`config.mk`:
```
export PLATFORM = sky130hd
export DESIGN_NAME = jt900h_blkxfer
export DESIGN_NICKNAME = d
export VERILOG_FILES = /design/src/rtl/jt900h_blkxfer_pkg.sv /design/src/rtl/jt900h_blkxfer_step.sv /design/src/rtl/jt900h_blkxfer.sv
export SDC_FILE = /design/constraint.sdc
export NUM_CORES = 1
export LEC_CHECK = 0
export BUFFER_PORTS_ARGS = -buffer_cell sky130_fd_sc_hd__clkbuf_2
export CAP_MARGIN = 5
export CORE_MARGIN = 5
export CORE_UTILIZATION = 40
export DETAILED_ROUTE_END_ITERATION = 10
export GPL_TIMING_DRIVEN = 0
export SYNTH_ARGS = -nofsm -noshare
export SYNTH_HDL_FRONTEND = slang
export SYNTH_SLANG_ARGS = --single-unit
export TNS_END_PERCENT = 100
```
`constraint.sdc`:
```
create_clock -name clk -period 5.06 [get_ports clk]
set_clock_uncertainty 0.2 [all_clocks]
set_input_delay 0.506 -clock clk [delete_from_list [all_inputs] [get_ports clk]]
set_output_delay 0.506 -clock clk [all_outputs]
set_load 0.005 [all_outputs]
```
`src/rtl/jt900h_blkxfer_pkg.sv`:
```
// Shared definitions for the TLCS-900H block transfer/compare sequencer.
package jt900h_blkxfer_pkg;

    // Sequencer states
    typedef enum logic [2:0] {
        StIdle   = 3'd0,
        StRead   = 3'd1,
        StWrite  = 3'd2,
        StUpdate = 3'd3,
        StDone   = 3'd4
    } state_t;

    // Pointer step for byte and word forms
    localparam int unsigned StepByte = 1;
    localparam int unsigned StepWord = 2;

    // Data bus width
    localparam int unsigned DataW = 16;

    // Bus strobe bundle
    typedef struct packed {
        logic rd;
        logic wr;
    } strobe_t;

    // Byte operations only keep [7:0]; the upper byte reads as zero.
    function automatic logic [DataW-1:0] size_data(input logic [DataW-1:0] d, input logic wsize);
        return wsize ? d : {8'h00, d[7:0]};
    endfunction

endpackage

```
`src/rtl/jt900h_blkxfer_step.sv`:
```
// Combinational pointer/counter stepping and flag generation for one iteration.
module jt900h_blkxfer_step
    import jt900h_blkxfer_pkg::*;
#(
    parameter int unsigned AW = 24,
    parameter int unsigned CW = 16
) (
    input  logic             dir,
    input  logic             wsize,
    input  logic [AW-1:0]    src,
    input  logic [AW-1:0]    dst,
    input  logic [CW-1:0]    bc,
    input  logic [DataW-1:0] data,
    input  logic [DataW-1:0] cmp_val,
    output logic [AW-1:0]    src_nxt,
    output logic [AW-1:0]    dst_nxt,
    output logic [CW-1:0]    bc_nxt,
    output logic             bc_zero,
    output logic             match
);

    logic [AW-1:0] step;

    // Pointers wrap naturally modulo 2^AW, BC modulo 2^CW
    always_comb begin
        step    = wsize ? AW'(StepWord) : AW'(StepByte);
        src_nxt = dir ? (src - step) : (src + step);
        dst_nxt = dir ? (dst - step) : (dst + step);
        bc_nxt  = bc - CW'(1);
        bc_zero = (bc_nxt == '0);
        match   = (size_data(data, wsize) == size_data(cmp_val, wsize));
    end

endmodule

```
`src/rtl/jt900h_blkxfer.sv`:
```
// TLCS-900H LDI/LDIR/LDD/LDDR sequencer.
// Define JT900H_BLKCMP_EN to add the CPI/CPIR/CPD/CPDR compare forms.
module jt900h_blkxfer
    import jt900h_blkxfer_pkg::*;
#(
    parameter int unsigned AW = 24,
    parameter int unsigned CW = 16
) (
    input  logic          clk,
    input  logic          rst_n,
    input  logic          cen,
    input  logic          start,
    input  logic          rep,
    input  logic          dir,
    input  logic          wsize,
    input  logic          cmp,
    input  logic [15:0]   cmp_val,
    input  logic [AW-1:0] src_in,
    input  logic [AW-1:0] dst_in,
    input  logic [CW-1:0] bc_in,
    input  logic          int_pend,
    output logic [AW-1:0] bus_addr,
    output logic          bus_rd,
    output logic          bus_wr,
    output logic [15:0]   bus_dout,
    input  logic [15:0]   bus_din,
    input  logic          bus_ok,
    output logic          busy,
    output logic          done,
    output logic          yield,
    output logic [AW-1:0] src_out,
    output logic [AW-1:0] dst_out,
    output logic [CW-1:0] bc_out,
    output logic          v_flag,
    output logic          z_flag
);

`ifdef JT900H_BLKCMP_EN
    localparam bit CmpEn = 1'b1;
`else
    localparam bit CmpEn = 1'b0;
`endif

    state_t           state;
    strobe_t          strobe;
    logic [AW-1:0]    src;
    logic [AW-1:0]    dst;
    logic [CW-1:0]    bc;
    logic [DataW-1:0] data;
    logic [DataW-1:0] cmp_v;
    logic             rep_r;
    logic             dir_r;
    logic             wsize_r;
    logic             cmp_mode;

    logic [AW-1:0]    src_nxt;
    logic [AW-1:0]    dst_nxt;
    logic [CW-1:0]    bc_nxt;
    logic             bc_zero;
    logic             match;
    logic             more;

    jt900h_blkxfer_step #(
        .AW (AW),
        .CW (CW)
    ) u_step (
        .dir     (dir_r),
        .wsize   (wsize_r),
        .src     (src),
        .dst     (dst),
        .bc      (bc),
        .data    (data),
        .cmp_val (cmp_v),
        .src_nxt (src_nxt),
        .dst_nxt (dst_nxt),
        .bc_nxt  (bc_nxt),
        .bc_zero (bc_zero),
        .match   (match)
    );

    // Another iteration is owed unless BC ran out or a compare hit
    always_comb begin
        more = rep_r && !bc_zero && !(cmp_mode && match);
    end

    assign bus_rd = strobe.rd;
    assign bus_wr = strobe.wr;
    assign busy   = (state != StIdle);

    // Sequencer FSM with registered bus strobes and result outputs
    always_ff @(posedge clk or negedge rst_n) begin
        if (!rst_n) begin
            state    <= StIdle;
            strobe   <= '0;
            bus_addr <= '0;
            bus_dout <= '0;
            src      <= '0;
            dst      <= '0;
            bc       <= '0;
            data     <= '0;
            cmp_v    <= '0;
            rep_r    <= 1'b0;
            dir_r    <= 1'b0;
            wsize_r  <= 1'b0;
            cmp_mode <= 1'b0;
            done     <= 1'b0;
            yield    <= 1'b0;
            src_out  <= '0;
            dst_out  <= '0;
            bc_out   <= '0;
            v_flag   <= 1'b0;
            z_flag   <= 1'b0;
        end else if (cen) begin
            done <= 1'b0;
            case (state)
                StIdle: begin
                    if (start) begin
                        src       <= src_in;
                        dst       <= dst_in;
                        bc        <= bc_in;
                        rep_r     <= rep;
                        dir_r     <= dir;
                        wsize_r   <= wsize;
                        cmp_mode  <= cmp & CmpEn;
                        cmp_v     <= cmp_val;
                        bus_addr  <= src_in;
                        strobe.rd <= 1'b1;
                        state     <= StRead;
                    end
                end
                StRead: begin
                    if (bus_ok) begin
                        data      <= size_data(bus_din, wsize_r);
                        strobe.rd <= 1'b0;
                        if (cmp_mode) begin
                            state <= StUpdate;
                        end else begin
                            bus_addr  <= dst;
                            bus_dout  <= size_data(bus_din, wsize_r);
                            strobe.wr <= 1'b1;
                            state     <= StWrite;
                        end
                    end
                end
                StWrite: begin
                    if (bus_ok) begin
                        strobe.wr <= 1'b0;
                        state     <= StUpdate;
                    end
                end
                StUpdate: begin
                    src <= src_nxt;
                    bc  <= bc_nxt;
                    if (!cmp_mode) begin
                        dst <= dst_nxt;
                    end
                    if (more && !int_pend) begin
                        bus_addr  <= src_nxt;
                        strobe.rd <= 1'b1;
                        state     <= StRead;
                    end else begin
                        // Yield only when work remains; a finished count wins
                        done    <= 1'b1;
                        yield   <= more;
                        src_out <= src_nxt;
                        dst_out <= cmp_mode ? dst : dst_nxt;
                        bc_out  <= bc_nxt;
                        v_flag  <= !bc_zero;
                        z_flag  <= cmp_mode && match;
                        state   <= StDone;
                    end
                end
                StDone: begin
                    state <= StIdle;
                end
                default: begin
                    state <= StIdle;
                end
            endcase
        end
    end

endmodule

```
==> results by group <==
Route
  • Via density: between 5 and 6
  • Drt total wl: about 38 mm
  • DRC errors left: 0
  • Initial DRC Count: a little over 1,000
  • Via count: 10,427
  • Routed WL per cell: 20.7 um
  • ANT nets after route: 0
  • TritonRoute pass-1 iters: 5

Cells and area
  • Most frequent cells in the layout: nand2_1, clkbuf_2, dfrtp_1, nor2_1, o21ai_0
  • Share of layout cells above drive strength 1: 0.173
  • Fill cell count: 2,609
  • P&R area growth vs syn: 19.6%
  • Nets: roughly 1,700
  • Final core utilization: 0.485
  • Layout Cells excl Fill: 1,848
  • Most common cell after layout, fill and taps aside: nand2_1

Timing
  • Max-slew violation count: 0
  • Crit path time final: 4710 ps
  • Final setup TNS: 0 ps
  • Slew HR: 0.371
  • Final worst slack: around 350 ps
  • RSZ-0062 raised after global routing: false
  • Tcrit/Tclk final: 0.932
  • Least-Margin Pin Slew: 944 ps
  • Max Freq: 212 MHz
  • Fin Hold WS: 49.9 ps
  • Final setup violation count: 0
  • Endpoints failing hold: 0

Logic synthesis
  • #FFs+latches synth: 179
  • Ys async rst share: 1.00
  • Adder-Cell Fraction of Synth Area: 0.0606
  • Sequential fraction of the synthesis area: 0.424
  • Mux contribution to synthesized area: 0.0174
  • Synth Cell Area: about 0.011 mm^2
  • Synthesized area per cell: 8.27 um^2
  • Synthesis warning total: 0
  • Top FF cell, synth: dfrtp_1
  • Compound-gate portion of the synthesized area: 0.197
  • Syn_nets: 1,434
  • Post-synthesis xor/xnor area fraction: 0.0397
  • Post-synth cell types: between 70 and 80
  • Post-synthesis cell count: 1,278
  • Number of synthesized flops with an enable pin: 0
  • Main combinational cell family by area after synthesis: simple AND/OR/NAND/NOR gates
  • Simple-Gate Fraction of Synth Area: 0.221

Setup path
  • Crit path buf inv count: 2
  • Max stage delay on crit path: ~550 ps
  • CP Cell Sequence: buf_12 -> clkbuf_1 -> nor2b_1 -> ha_1 -> nor2b_1 -> o31a_1 -> o21ai_0 -> o21ai_0 -> o21a_1 -> o211ai_1 -> a31oi_1 -> o2bb2a_1
  • Required @ worst endpoint: 5190 ps
  • Crit path capture type: flop
  • Worst-path maximum fanout: 34
  • CP max stage cell: dfrtp_2
  • Critical path class: flop to flop
  • Crit-path leading delay family: compound AO/OA/AOI/OAI gates
  • Crit path launch type: flop
  • Critical Path AT: between 4000 and 5000 ps

Global route
  • Total GRT Usage: 0.252
  • Initial antenna violation count: 2
  • Largest net degree at the start of global routing: around 110
  • First-pass GRT wire length: 59.6 mm
  • Vias in the first global route: 10,235
  • Grt ovf: 0

CTS
  • Reg clk slew, reported paths: approximately 70 ps
  • Clock Path Buffers: 2
  • CTS Sinks: 179
  • Clock latency on the worst-skew pair: 450 ps
  • H-tree levels: 4
  • CTS tree: built
  • Total CTS buffers: 17
  • Clk root buf: clkbuf_16

Floorplanning
  • I/O pin count: 217
  • Die area: 0.0298 mm^2
  • # rows: 59
  • Core Region: 0.0261 mm^2
  • Initial Utilization: 0.405
  • Die W: 173 um
  • Die Height: 173 um

Run status
  • Outcome: completed

Placed design
  • Final Wtd Congestion: 0.911
  • Worst slack, placed: roughly 400 ps
  • Cell count after placement: 1,814
  • DP HPWL: approximately 28 mm
  • Port bufs: about 200

Flow run
  • Max cap viols: 0

Pwr
  • Pleak: 6.05 nW
  • Maximum VDD drop: 318 uV
  • PwrDens: 802 mW/mm^2

Hold path
  • Hold WC Path Type: primary input to flop
==> cells in the mapped netlist, types with 5 or more instances <==
cell | number | area share
o21a_1 | 10 | 0.0071
o21ai_0 | 100 | 0.047
a21o_1 | 23 | 0.016
and3_1 | 11 | 0.0065
clkbuf_1 | 60 | 0.021
o211ai_1 | 9 | 0.0064
dfrtp_1 | 179 | 0.42
xnor2_1 | 31 | 0.026
nor2b_1 | 15 | 0.0089
a31oi_1 | 36 | 0.021
nand2_1 | 311 | 0.11
buf_2 | 12 | 0.0057
inv_1 | 21 | 0.0075
or3_1 | 5 | 0.0030
nand2b_1 | 10 | 0.0059
nor2_1 | 105 | 0.037
a211oi_1 | 17 | 0.012
ha_1 | 48 | 0.057
xor2_1 | 15 | 0.012
nor3_1 | 21 | 0.0099
a21oi_1 | 94 | 0.045
mux2i_1 | 15 | 0.014
o22ai_1 | 5 | 0.0030
nand3_1 | 32 | 0.015
==> worst paths after layout <==
kind	startpoint	endpoint	slack (ps)	cells past startpoint
min reg2reg	data[10]	data[10]	270	2
max in group asynchronous	rst_n	dst_out[7]	3370	4
min in group asynchronous	rst_n	src_out[18]	520	3
max reg2reg	dir_r	dst[23]	350	12
max	dir_r	dst[23]	350	12
min	bus_din[3]	data[3]	50	3
==> layout make-up <==
| type | instances | area, um^2 | area share |
|---|---|---|---|
| Tap cell | 335 | 419 | 0.0332 |
| Inverter | 21 | 78.8 | 0.00624 |
| Multi-Input combinational cell | 999 | 5670 | 0.449 |
| Sequential cell | 179 | 4480 | 0.355 |
| Timing Repair Buffer | 202 | 1080 | 0.0859 |
| Clock inverter | 13 | 126 | 0.0100 |
| Clock buffer | 19 | 433 | 0.0343 |
| Buffer | 79 | 338 | 0.0267 |
| Antenna cell | 1 | 2.50 | 0.000198 |
==> kinds of logic (layout without fill, tap and decap cells) <==
logic type               after synthesis  in the layout
AO/OA/AOI/OAI                        340            340
XOR/XNOR                              47             47
adder cells (fa/ha/maj)               50             50
buffers and inverters                100            334
flip-flops                           179            179
multiplexers                          18             18
other                                  1              2
AND/OR/NAND/NOR                      543            543
==> sequential cells by signal, summed over array words and instances, names as in the netlist, 3 cells and up <==
register,cells
dst_out,24
src,24
data,16
state,3
dst,24
bc,16
bus_addr,24
src_out,24
bc_out,16
==> metal layers <==
layer,up-vias,wire (um),track usage
li1,4876,-,-
met2,460,17300,0.390
met1,5031,17100,0.362
met4,2,946,0.0749
met3,58,2980,0.0457
met5,-,13,0
==> power by group <==
group / total, W / switching [W] / leakage (nW) / internal [W]
clock network: 0.00133 / 0.000645 / 0.267 / 0.000688
registers: 0.00263 / 0.000528 / 2.19 / 0.00210
logic: 0.00617 / 0.00384 / 3.60 / 0.00232
total: 0.0101 / 0.00502 / 6.05 / 0.00511
==> worst reg2reg max path, stage by stage, from the launching register on <==
cell and delay [ps]:
dfrtp_2 550, buf_12 260, clkbuf_1 480, nor2b_1 500, ha_1 330, nor2b_1 150
o31a_1 280, o21ai_0 480, o21ai_0 290, o21a_1 300, o211ai_1 350, a31oi_1 130
o2bb2a_1 310
==> timing repair <==
action	in CTS	in global routing
buffers inserted	0	0
hold buffers	1	0
gates resized for setup	0	1
hold endpoints to repair	107	0
setup endpoints to repair	0	1
==> stage by stage <==
step	total power, W	instance area [um^2]
2_1_floorplan	0.00666	10600
3_3_place_gp	0.00857	12000
3_5_place_dp	0.00868	12100
4_1_cts	0.0100	12600
5_1_grt	0.0110	12600
6_report	0.0101	12600
No activity file was read; power rests on OpenSTA's default activity.
